--- config.mk ---
export PLATFORM = sky130hd
export DESIGN_NAME = mem_wb_stage
export DESIGN_NICKNAME = d
export VERILOG_FILES = /design/src/rtl/riscv_pkg.sv /design/src/rtl/load_extend.sv /design/src/rtl/mem_wb_stage.sv
export SDC_FILE = /design/constraint.sdc
export NUM_CORES = 1
export LEC_CHECK = 0
export ABC_AREA = 1
export ABC_CLOCK_PERIOD_IN_PS = 1900
export CELL_PAD_IN_SITES_DETAIL_PLACEMENT = 0
export CELL_PAD_IN_SITES_GLOBAL_PLACEMENT = 1
export CORE_ASPECT_RATIO = 0.5
export CORE_UTILIZATION = 26
export CTS_CLUSTER_DIAMETER = 40
export CTS_CLUSTER_SIZE = 12
export DETAILED_ROUTE_END_ITERATION = 10
export MAX_ROUTING_LAYER = met4
export PLACE_DENSITY_LB_ADDON = 0.05
export SLEW_MARGIN = 20
export SYNTH_ARGS = -nofsm -noshare
export SYNTH_HDL_FRONTEND = slang
export SYNTH_SLANG_ARGS = --single-unit
export TNS_END_PERCENT = 50
--- constraint.sdc ---
create_clock -name clk -period 1.9 [get_ports clk]
set_input_delay 0.19 -clock clk [delete_from_list [all_inputs] [get_ports clk]]
set_output_delay 0.19 -clock clk [all_outputs]
set_load 0.1 [all_outputs]
--- src/rtl/riscv_pkg.sv ---
// riscv_pkg: shared definitions for the 3-stage RISC-V core.
// Holds opcode and funct3 constants, memory region codes, the writeback
// select enum and small decode helpers used by the memory/writeback stage.
package riscv_pkg;

    // Major opcodes (inst[6:0])
    localparam logic [6:0] OPC_OP     = 7'b0110011;
    localparam logic [6:0] OPC_OP_IMM = 7'b0010011;
    localparam logic [6:0] OPC_LOAD   = 7'b0000011;
    localparam logic [6:0] OPC_STORE  = 7'b0100011;
    localparam logic [6:0] OPC_LUI    = 7'b0110111;
    localparam logic [6:0] OPC_AUIPC  = 7'b0010111;
    localparam logic [6:0] OPC_JAL    = 7'b1101111;
    localparam logic [6:0] OPC_JALR   = 7'b1100111;
    localparam logic [6:0] OPC_BRANCH = 7'b1100011;

    // Load funct3 codes
    localparam logic [2:0] F3_LB  = 3'b000;
    localparam logic [2:0] F3_LH  = 3'b001;
    localparam logic [2:0] F3_LW  = 3'b010;
    localparam logic [2:0] F3_LBU = 3'b100;
    localparam logic [2:0] F3_LHU = 3'b101;

    // Store funct3 codes
    localparam logic [2:0] F3_SB = 3'b000;
    localparam logic [2:0] F3_SH = 3'b001;
    localparam logic [2:0] F3_SW = 3'b010;

    // Region codes on address bits [31:28]
    localparam logic [3:0] REGION_DMEM = 4'b0001;
    localparam logic [3:0] REGION_IMEM = 4'b0010;
    localparam logic [3:0] REGION_BOTH = 4'b0011;
    localparam logic [3:0] REGION_BIOS = 4'b0100;

    typedef enum logic [1:0] {
        WB_ALU,
        WB_MEM,
        WB_PC4
    } wb_sel_e;

    // Coarse instruction class carried into MW. Branches and unknown
    // opcodes fold into CLS_NONE since neither writes the register file.
    typedef enum logic [2:0] {
        CLS_NONE,
        CLS_R,
        CLS_IALU,
        CLS_LOAD,
        CLS_STORE,
        CLS_LUI,
        CLS_AUIPC,
        CLS_JUMP
    } op_class_e;

    // Source of load data, resolved in X and registered for MW.
    typedef enum logic [1:0] {
        LSRC_NONE,
        LSRC_DMEM,
        LSRC_BIOS
    } load_src_e;

    function automatic op_class_e decode_class(input logic [6:0] opcode);
        op_class_e cls;
        case (opcode)
            OPC_OP:               cls = CLS_R;
            OPC_OP_IMM:           cls = CLS_IALU;
            OPC_LOAD:             cls = CLS_LOAD;
            OPC_STORE:            cls = CLS_STORE;
            OPC_LUI:              cls = CLS_LUI;
            OPC_AUIPC:            cls = CLS_AUIPC;
            OPC_JAL, OPC_JALR:    cls = CLS_JUMP;
            default:              cls = CLS_NONE;
        endcase
        return cls;
    endfunction

    function automatic wb_sel_e wb_sel_of(input op_class_e cls);
        wb_sel_e sel;
        case (cls)
            CLS_LOAD: sel = WB_MEM;
            CLS_JUMP: sel = WB_PC4;
            default:  sel = WB_ALU;
        endcase
        return sel;
    endfunction

    function automatic logic writes_rd(input op_class_e cls);
        return (cls != CLS_NONE) && (cls != CLS_STORE);
    endfunction

endpackage

--- src/rtl/load_extend.sv ---
// load_extend: aligns a 32-bit memory word for a load and extends it.
// Ports:
//   data   - raw 32-bit word returned by memory
//   off    - byte offset within the word (address bits [1:0])
//   funct3 - load type (LB, LH, LW, LBU, LHU)
//   value  - shifted and sign/zero-extended result
module load_extend
    import riscv_pkg::*;
(
    input  logic [31:0] data,
    input  logic [1:0]  off,
    input  logic [2:0]  funct3,
    output logic [31:0] value
);

    logic [31:0] shifted;

    always_comb begin
        shifted = data >> {off, 3'b000};
        value   = shifted;
        case (funct3)
            F3_LB:   value = {{24{shifted[7]}}, shifted[7:0]};
            F3_LH:   value = {{16{shifted[15]}}, shifted[15:0]};
            F3_LW:   value = shifted;
            F3_LBU:  value = {24'h0, shifted[7:0]};
            F3_LHU:  value = {16'h0, shifted[15:0]};
            default: value = shifted;
        endcase
    end

endmodule

--- src/rtl/mem_wb_stage.sv ---
// mem_wb_stage: memory/writeback stage of the 3-stage RISC-V core.
// Drives byte-masked stores to IMEM port a and DMEM from the X stage,
// issues load reads to DMEM/BIOS, and one cycle later formats the returned
// data into the register-file writeback.
//
// Ports:
//   clk, rst            - clock, synchronous active-high reset
//   stall               - hold MW registers and suppress writes
//   valid_x, inst_x     - X-stage instruction and its valid flag
//   pc_x, alu_x, rs2_x  - X-stage PC, ALU result (address), store data
//   imem_*              - IMEM port a (write side)
//   dmem_*              - DMEM read/write port
//   bios_addrb/doutb    - BIOS port b (read side)
//   rf_we, rf_wa, wb_val- register-file writeback (MW)
//   misaligned          - one-cycle MW pulse for a suppressed access
//
// Build option: define IMEM_WRITE_GUARD_EN to allow IMEM writes only while
// executing from BIOS (pc_x[30] set); blocked writes report through
// misaligned as an access fault.
module mem_wb_stage
    import riscv_pkg::*;
#(
    parameter int unsigned IMEM_AW = 14,
    parameter int unsigned BIOS_AW = 12
) (
    input  logic               clk,
    input  logic               rst,
    input  logic               stall,
    input  logic               valid_x,
    input  logic [31:0]        inst_x,
    input  logic [31:0]        pc_x,
    input  logic [31:0]        alu_x,
    input  logic [31:0]        rs2_x,
    output logic               imem_ena,
    output logic [3:0]         imem_wea,
    output logic [IMEM_AW-1:0] imem_addra,
    output logic [31:0]        imem_dina,
    output logic               dmem_en,
    output logic [3:0]         dmem_we,
    output logic [IMEM_AW-1:0] dmem_addr,
    output logic [31:0]        dmem_din,
    input  logic [31:0]        dmem_dout,
    output logic [BIOS_AW-1:0] bios_addrb,
    input  logic [31:0]        bios_doutb,
    output logic               rf_we,
    output logic [4:0]         rf_wa,
    output logic [31:0]        wb_val,
    output logic               misaligned
);

    // ------------------------------------------------------------------
    // X stage decode
    // ------------------------------------------------------------------
    logic [6:0]  opcode;
    logic [2:0]  funct3;
    logic [4:0]  rd_x;
    logic [1:0]  off_x;
    logic [3:0]  region;
    op_class_e   cls_x;
    logic        hit_dmem;
    logic        hit_imem;
    logic        mis_x;
    logic [3:0]  st_mask;
    logic [31:0] st_data;
    logic        write_ok;
    logic        imem_allowed;
    logic        guard_fault;
    logic        fault_x;
    load_src_e   lsrc_x;

    assign opcode = inst_x[6:0];
    assign funct3 = inst_x[14:12];
    assign rd_x   = inst_x[11:7];
    assign off_x  = alu_x[1:0];
    assign region = alu_x[31:28];
    assign cls_x  = decode_class(opcode);

    assign hit_dmem = (region == REGION_DMEM) || (region == REGION_BOTH);
    assign hit_imem = (region == REGION_IMEM) || (region == REGION_BOTH);

    always_comb begin
        mis_x = 1'b0;
        if (cls_x == CLS_STORE) begin
            case (funct3)
                F3_SH:   mis_x = off_x[0];
                F3_SW:   mis_x = (off_x != 2'b00);
                default: mis_x = 1'b0;
            endcase
        end else if (cls_x == CLS_LOAD) begin
            case (funct3)
                F3_LH, F3_LHU: mis_x = off_x[0];
                F3_LW:         mis_x = (off_x != 2'b00);
                default:       mis_x = 1'b0;
            endcase
        end
    end

    always_comb begin
        st_mask = 4'b0000;
        st_data = rs2_x;
        case (funct3)
            F3_SB: begin
                st_mask = 4'b0001 << off_x;
                st_data = {4{rs2_x[7:0]}};
            end
            F3_SH: begin
                st_mask = 4'b0011 << off_x;
                st_data = {2{rs2_x[15:0]}};
            end
            F3_SW: begin
                st_mask = 4'b1111;
                st_data = rs2_x;
            end
            default: begin
                st_mask = 4'b0000;
                st_data = rs2_x;
            end
        endcase
    end

`ifdef IMEM_WRITE_GUARD_EN
    // Only code running from BIOS may rewrite instruction memory.
    assign imem_allowed = pc_x[30];
`else
    assign imem_allowed = 1'b1;
`endif

    // Rst is included so a store sitting in X during reset never commits.
    assign write_ok = valid_x && !stall && !rst && (cls_x == CLS_STORE) && !mis_x;

    assign guard_fault = valid_x && (cls_x == CLS_STORE) && !mis_x && hit_imem &&
                         !imem_allowed;

    assign fault_x = valid_x && ((((cls_x == CLS_LOAD) || (cls_x == CLS_STORE)) && mis_x) ||
                                 guard_fault);

    always_comb begin
        lsrc_x = LSRC_NONE;
        if (hit_dmem) begin
            lsrc_x = LSRC_DMEM;
        end else if (region == REGION_BIOS) begin
            lsrc_x = LSRC_BIOS;
        end
    end

    // ------------------------------------------------------------------
    // Memory ports
    // ------------------------------------------------------------------
    assign imem_ena   = 1'b1;
    assign dmem_en    = 1'b1;
    assign imem_addra = alu_x[IMEM_AW+1:2];
    assign dmem_addr  = alu_x[IMEM_AW+1:2];
    assign bios_addrb = alu_x[BIOS_AW+1:2];
    assign imem_dina  = st_data;
    assign dmem_din   = st_data;
    assign dmem_we    = (write_ok && hit_dmem) ? st_mask : 4'b0000;
    assign imem_wea   = (write_ok && hit_imem && imem_allowed) ? st_mask : 4'b0000;

    // ------------------------------------------------------------------
    // MW pipeline registers
    // ------------------------------------------------------------------
    logic        valid_mw;
    logic [4:0]  rd_mw;
    op_class_e   cls_mw;
    logic [2:0]  funct3_mw;
    logic [1:0]  off_mw;
    load_src_e   lsrc_mw;
    logic [31:0] pc_mw;
    logic [31:0] alu_mw;
    logic        mis_mw;

    always_ff @(posedge clk) begin
        if (rst) begin
            valid_mw  <= 1'b0;
            rd_mw     <= 5'd0;
            cls_mw    <= CLS_NONE;
            funct3_mw <= 3'd0;
            off_mw    <= 2'd0;
            lsrc_mw   <= LSRC_NONE;
            pc_mw     <= 32'd0;
            alu_mw    <= 32'd0;
            mis_mw    <= 1'b0;
        end else if (!stall) begin
            valid_mw  <= valid_x;
            rd_mw     <= rd_x;
            cls_mw    <= cls_x;
            funct3_mw <= funct3;
            off_mw    <= off_x;
            lsrc_mw   <= lsrc_x;
            pc_mw     <= pc_x;
            alu_mw    <= alu_x;
            mis_mw    <= fault_x;
        end
    end

    // ------------------------------------------------------------------
    // Writeback
    // ------------------------------------------------------------------
    logic [31:0] load_raw;
    logic [31:0] load_val;

    always_comb begin
        case (lsrc_mw)
            LSRC_DMEM: load_raw = dmem_dout;
            LSRC_BIOS: load_raw = bios_doutb;
            default:   load_raw = 32'd0;
        endcase
    end

    load_extend u_load_extend (
        .data   (load_raw),
        .off    (off_mw),
        .funct3 (funct3_mw),
        .value  (load_val)
    );

    always_comb begin
        case (wb_sel_of(cls_mw))
            WB_MEM:  wb_val = mis_mw ? 32'd0 : load_val;
            WB_PC4:  wb_val = pc_mw + 32'd4;
            default: wb_val = alu_mw;
        endcase
    end

    assign rf_wa      = rd_mw;
    assign rf_we      = valid_mw && (rd_mw != 5'd0) && writes_rd(cls_mw) && !stall;
    assign misaligned = mis_mw && !stall;

    // Immediate/rs fields are consumed by earlier stages, not here.
    logic unused_inst;
    assign unused_inst = ^inst_x[31:15];

endmodule

==> run_results.csv <==
group,metric,value,unit
worst_hold_path,holdPathStages,4,
floorplanning,fp.dieH,114,microns
synthesis,yosysSeqAreaShare,24.4,%
critical_path,ff2ff_path_depth,3,
floorplanning,rows,40,
clock_network,clkTransAtPathRegs,60,ps
global_routing,grt_max_degree,73,
timing,setup_viol,32,
synthesis,synthCells,1103,
placed_design,place_area,12300,sq um
run_status,violations,"negative setup slack",
critical_path,crit_chain,"ha_4, nor2_4, nand2_1, nand2_1, nand3_2, nand3_4, buf_12, nand3_2, nand2_4, buf_12",
layout,fin_nets,1667,
layout,fin_area,13500,sq um
synthesis,ys.flop_type,"dfxtp_1",
global_routing,grt_pass1_wl,47800,microns
layout,seq_area,1590,sq um
synthesis,synth-seq-cells,79,
floorplanning,initial_core_util,26.8,%
power,netSwitchingPower,3.25,mW
critical_path,critPathRequiredTime,1710,ps
synthesis,syn_area,6490,sq um
placed_design,dpl_worst_slack,-266,ps
layout,multi_input_area,4630,sq um
global_routing,gr-total-overflow,0,
critical_path,slowest_stage,"dfxtp_2",
power,p_sw_share,41.4,%
global_routing,antenna_found_initial,4,
layout,syn_to_final_growth,108,%
clock_network,h-tree-depth,3,
detailed_routing,routed_wl,32000,microns
global_routing,grtUsageTotal,25.3,%
timing,fin_skew,0,ps
power,max-vdd-ir-drop,0.447,mV
timing,max_freq,431,MHz
timing,setup_ws,-418,ps
synthesis,avgSynthCellArea,5.88,sq um
power,seqPwrFrac,23.8,%
timing,rsz0062_at_grt,"true",
timing,period_minus_slack,2320,ps
clock_network,clock_path_buffers,2,
timing,timing.final.crit_share,122,%
timing,tns,-11190,ps
floorplanning,die_w,225,microns
placed_design,place_congestion,0.900,
floorplanning,pin_count,349,
detailed_routing,vias,8481,
power,p_int,4.61,mW
power,combPwrFrac,50.7,%
detailed_routing,route.detailed.drc,0,
synthesis,async_flop_share,0,%
synthesis,ys_warn_count,0,
critical_path,cp_slowest_stage_delay,350,ps
clock_network,cts_tree,"done",
critical_path,crit_fanout,7,
clock_network,clk_latency,330,ps
power,pwr_density_cell,584,nW/um^2
layout,drive_gt1_share,35.3,%
layout,fillers,2349,
clock_network,cts_root_buf,"clkbuf_16",
detailed_routing,firstDrtPassIters,5,
synthesis,synth_edf_count,0,
clock_network,clkSinkCount,79,
critical_path,worstPathArrival,2130,ps
critical_path,critical_path_class,"reg2out",
detailed_routing,postRouteAntennaNets,0,
floorplanning,dieArea,25600,sq um
detailed_routing,wl_per_cell,17.7,microns
power,power.share.clock,25.5,%
run_status,status,"finished with violations",
power,p_leak,5.92,nW
critical_path,worstSetupStartpointType,"register",
flow_run,maxCapViolations,0,
placed_design,portBuffers,329,
timing,worst_pin_slew,693,ps
clock_network,cts_buffers,9,
timing,slew_headroom,53.8,%
worst_hold_path,hold_class,"in2reg",
timing,slew_violations,0,
timing,finalHoldViolations,0,
synthesis,ys_types,43,
detailed_routing,drt_iter0_drc,399,
global_routing,grt_pass1_vias,8550,
critical_path,end_kind,"output port",
placed_design,dp_hpwl,26200,microns
floorplanning,coreArea,24200,sq um
detailed_routing,viasPerCell,4.68,
-- layout make-up --
type	count	area share [%]
multi-input combinational	817	34.4
timing repair buffer	488	46.0
clock buffer	10	1.77
tap	336	3.12
antenna	4	0.0743
sequential	79	11.8
inverter	73	2.03
clock inverter	5	0.789
-- cell usage after synthesis (2+ instances only) --
library cell | count | area [sq um]
ha_1 | 3 | 37.5
nand4_1 | 6 | 37.5
clkbuf_1 | 31 | 116
nand3_2 | 9 | 90.1
buf_1 | 3 | 11.3
a21oi_1 | 45 | 225
a21o_1 | 3 | 22.5
nor2_1 | 162 | 608
nor2_2 | 5 | 31.3
nor3_1 | 10 | 50.1
xor2_1 | 2 | 17.5
o21ai_1 | 3 | 15.0
a22oi_1 | 5 | 37.5
nand3b_1 | 2 | 15.0
nand2_1 | 323 | 1210
dfxtp_1 | 79 | 1580
o211ai_1 | 17 | 128
buf_4 | 86 | 646
or2_2 | 3 | 18.8
o21ai_0 | 100 | 500
inv_1 | 67 | 251
a31oi_1 | 4 | 25.0
nor3_2 | 3 | 30.0
inv_2 | 5 | 18.8
a22o_1 | 17 | 149
a41oi_1 | 2 | 17.5
buf_2 | 15 | 75.1
nand3_1 | 78 | 390
-- cells by family (layout without fill, tap and decap cells) --
kind of cell / Yosys count / in the layout / synth area share, %
other: 1 / 6 / 0.0578
AO/OA/AOI/OAI: 202 / 202 / 18.0
AND/OR/NAND/NOR: 607 / 608 / 39.2
XOR/XNOR: 2 / 2 / 0.270
flip-flops: 79 / 79 / 24.4
buffers and inverters: 209 / 576 / 17.5
adder cells (fa/ha/maj): 3 / 3 / 0.579
-- power by group through the flow --
| stage | combinational (mW) | sequential [mW] | clock (mW) |
|---|---|---|---|
| after floorplan | 2.22 | 1.92 | 0 |
| after global placement | 3.85 | 1.90 | 0 |
| after detailed placement | 3.86 | 1.90 | 0 |
| after CTS | 3.93 | 1.87 | 2.06 |
| after global routing | 4.16 | 1.89 | 2.11 |
| final | 3.99 | 1.87 | 2.00 |
-- metrics by stage --
stage / hold slack [ps] / std cells / power [mW] / util, %
2_1_floorplan: 259 / 1104 / 4.14 / -
3_3_place_gp: 459 / 1771 / 5.75 / 50.7
3_5_place_dp: 460 / 1771 / 5.76 / 50.7
4_1_cts: 302 / 1801 / 7.86 / 53.9
5_1_grt: 325 / 1812 / 8.16 / 55.6
6_report: 273 / 1812 / 7.87 / 55.6
-- state kept, by name, summed over array words and instances (netlist names) --
register / count
rf_wa: 5
pc_mw: 32
valid_mw: 1
funct3_mw: 3
lsrc_mw: 2
mis_mw: 1
alu_mw: 31
cls_mw: 3
off_mw: 1
-- layer usage --
metal  track usage (%)  vias to the layer above  share of wire, %
met4              4.85                        0               1.0
li1                  -                     4255                 -
met2              41.0                      255                46
met3              5.67                       18               6.6
met1              32.3                     3953                46
met5                 -                        -                 0
-- cell usage in the layout, fill, tap and decap left out, drive strengths merged, types with 2 or more instances in the layout --
cell type	Yosys	routed
or2	4	4
nand2	325	325
clkinv	1	2
a41oi	2	2
dlymetal6s2s	0	2
dfxtp	79	79
clkdlybuf4s50	0	165
dlygate4sd2	0	6
xor2	2	2
nor2	168	168
nand3	88	89
conb	1	2
a22o	17	17
nand3b	2	2
o211ai	17	17
buf	105	308
nand4	6	6
a22oi	5	5
o21ai	103	103
a21o	3	3
bufinv	0	3
nor3	13	13
a31oi	4	4
a21oi	45	45
clkbuf	31	16
diode	0	4
inv	72	72
ha	3	3
-- path summary, 6_finish.rpt --
path                            slack [ps]         end  startpoint
worst max-delay path                  -420  wb_val[17]  lsrc_mw[1]
worst min-delay path                   270   cls_mw[2]   inst_x[3]
worst max register to register         900   alu_mw[1]   alu_mw[1]
worst min register to register         470  alu_mw[30]  alu_mw[30]
-- critical path, delay by kind of cell (launching register included) --
kind,cells,cell delay (ps)
buffers and inverters,2,310
flip-flops,1,350
AND/OR/NAND/NOR,7,860
adder cells (fa/ha/maj),1,270
-- what timing repair did --
item                                    in CTS  in global routing
hold buffers                                 0                  0
gates resized for setup                    102                101
endpoints found under the setup margin      74                 55
endpoints found under the hold margin        0                  0
setup buffers                               13                  5
pin swaps                                   22                 46
cloned                                       2                  2
No activity file was read; power rests on OpenSTA's default activity.
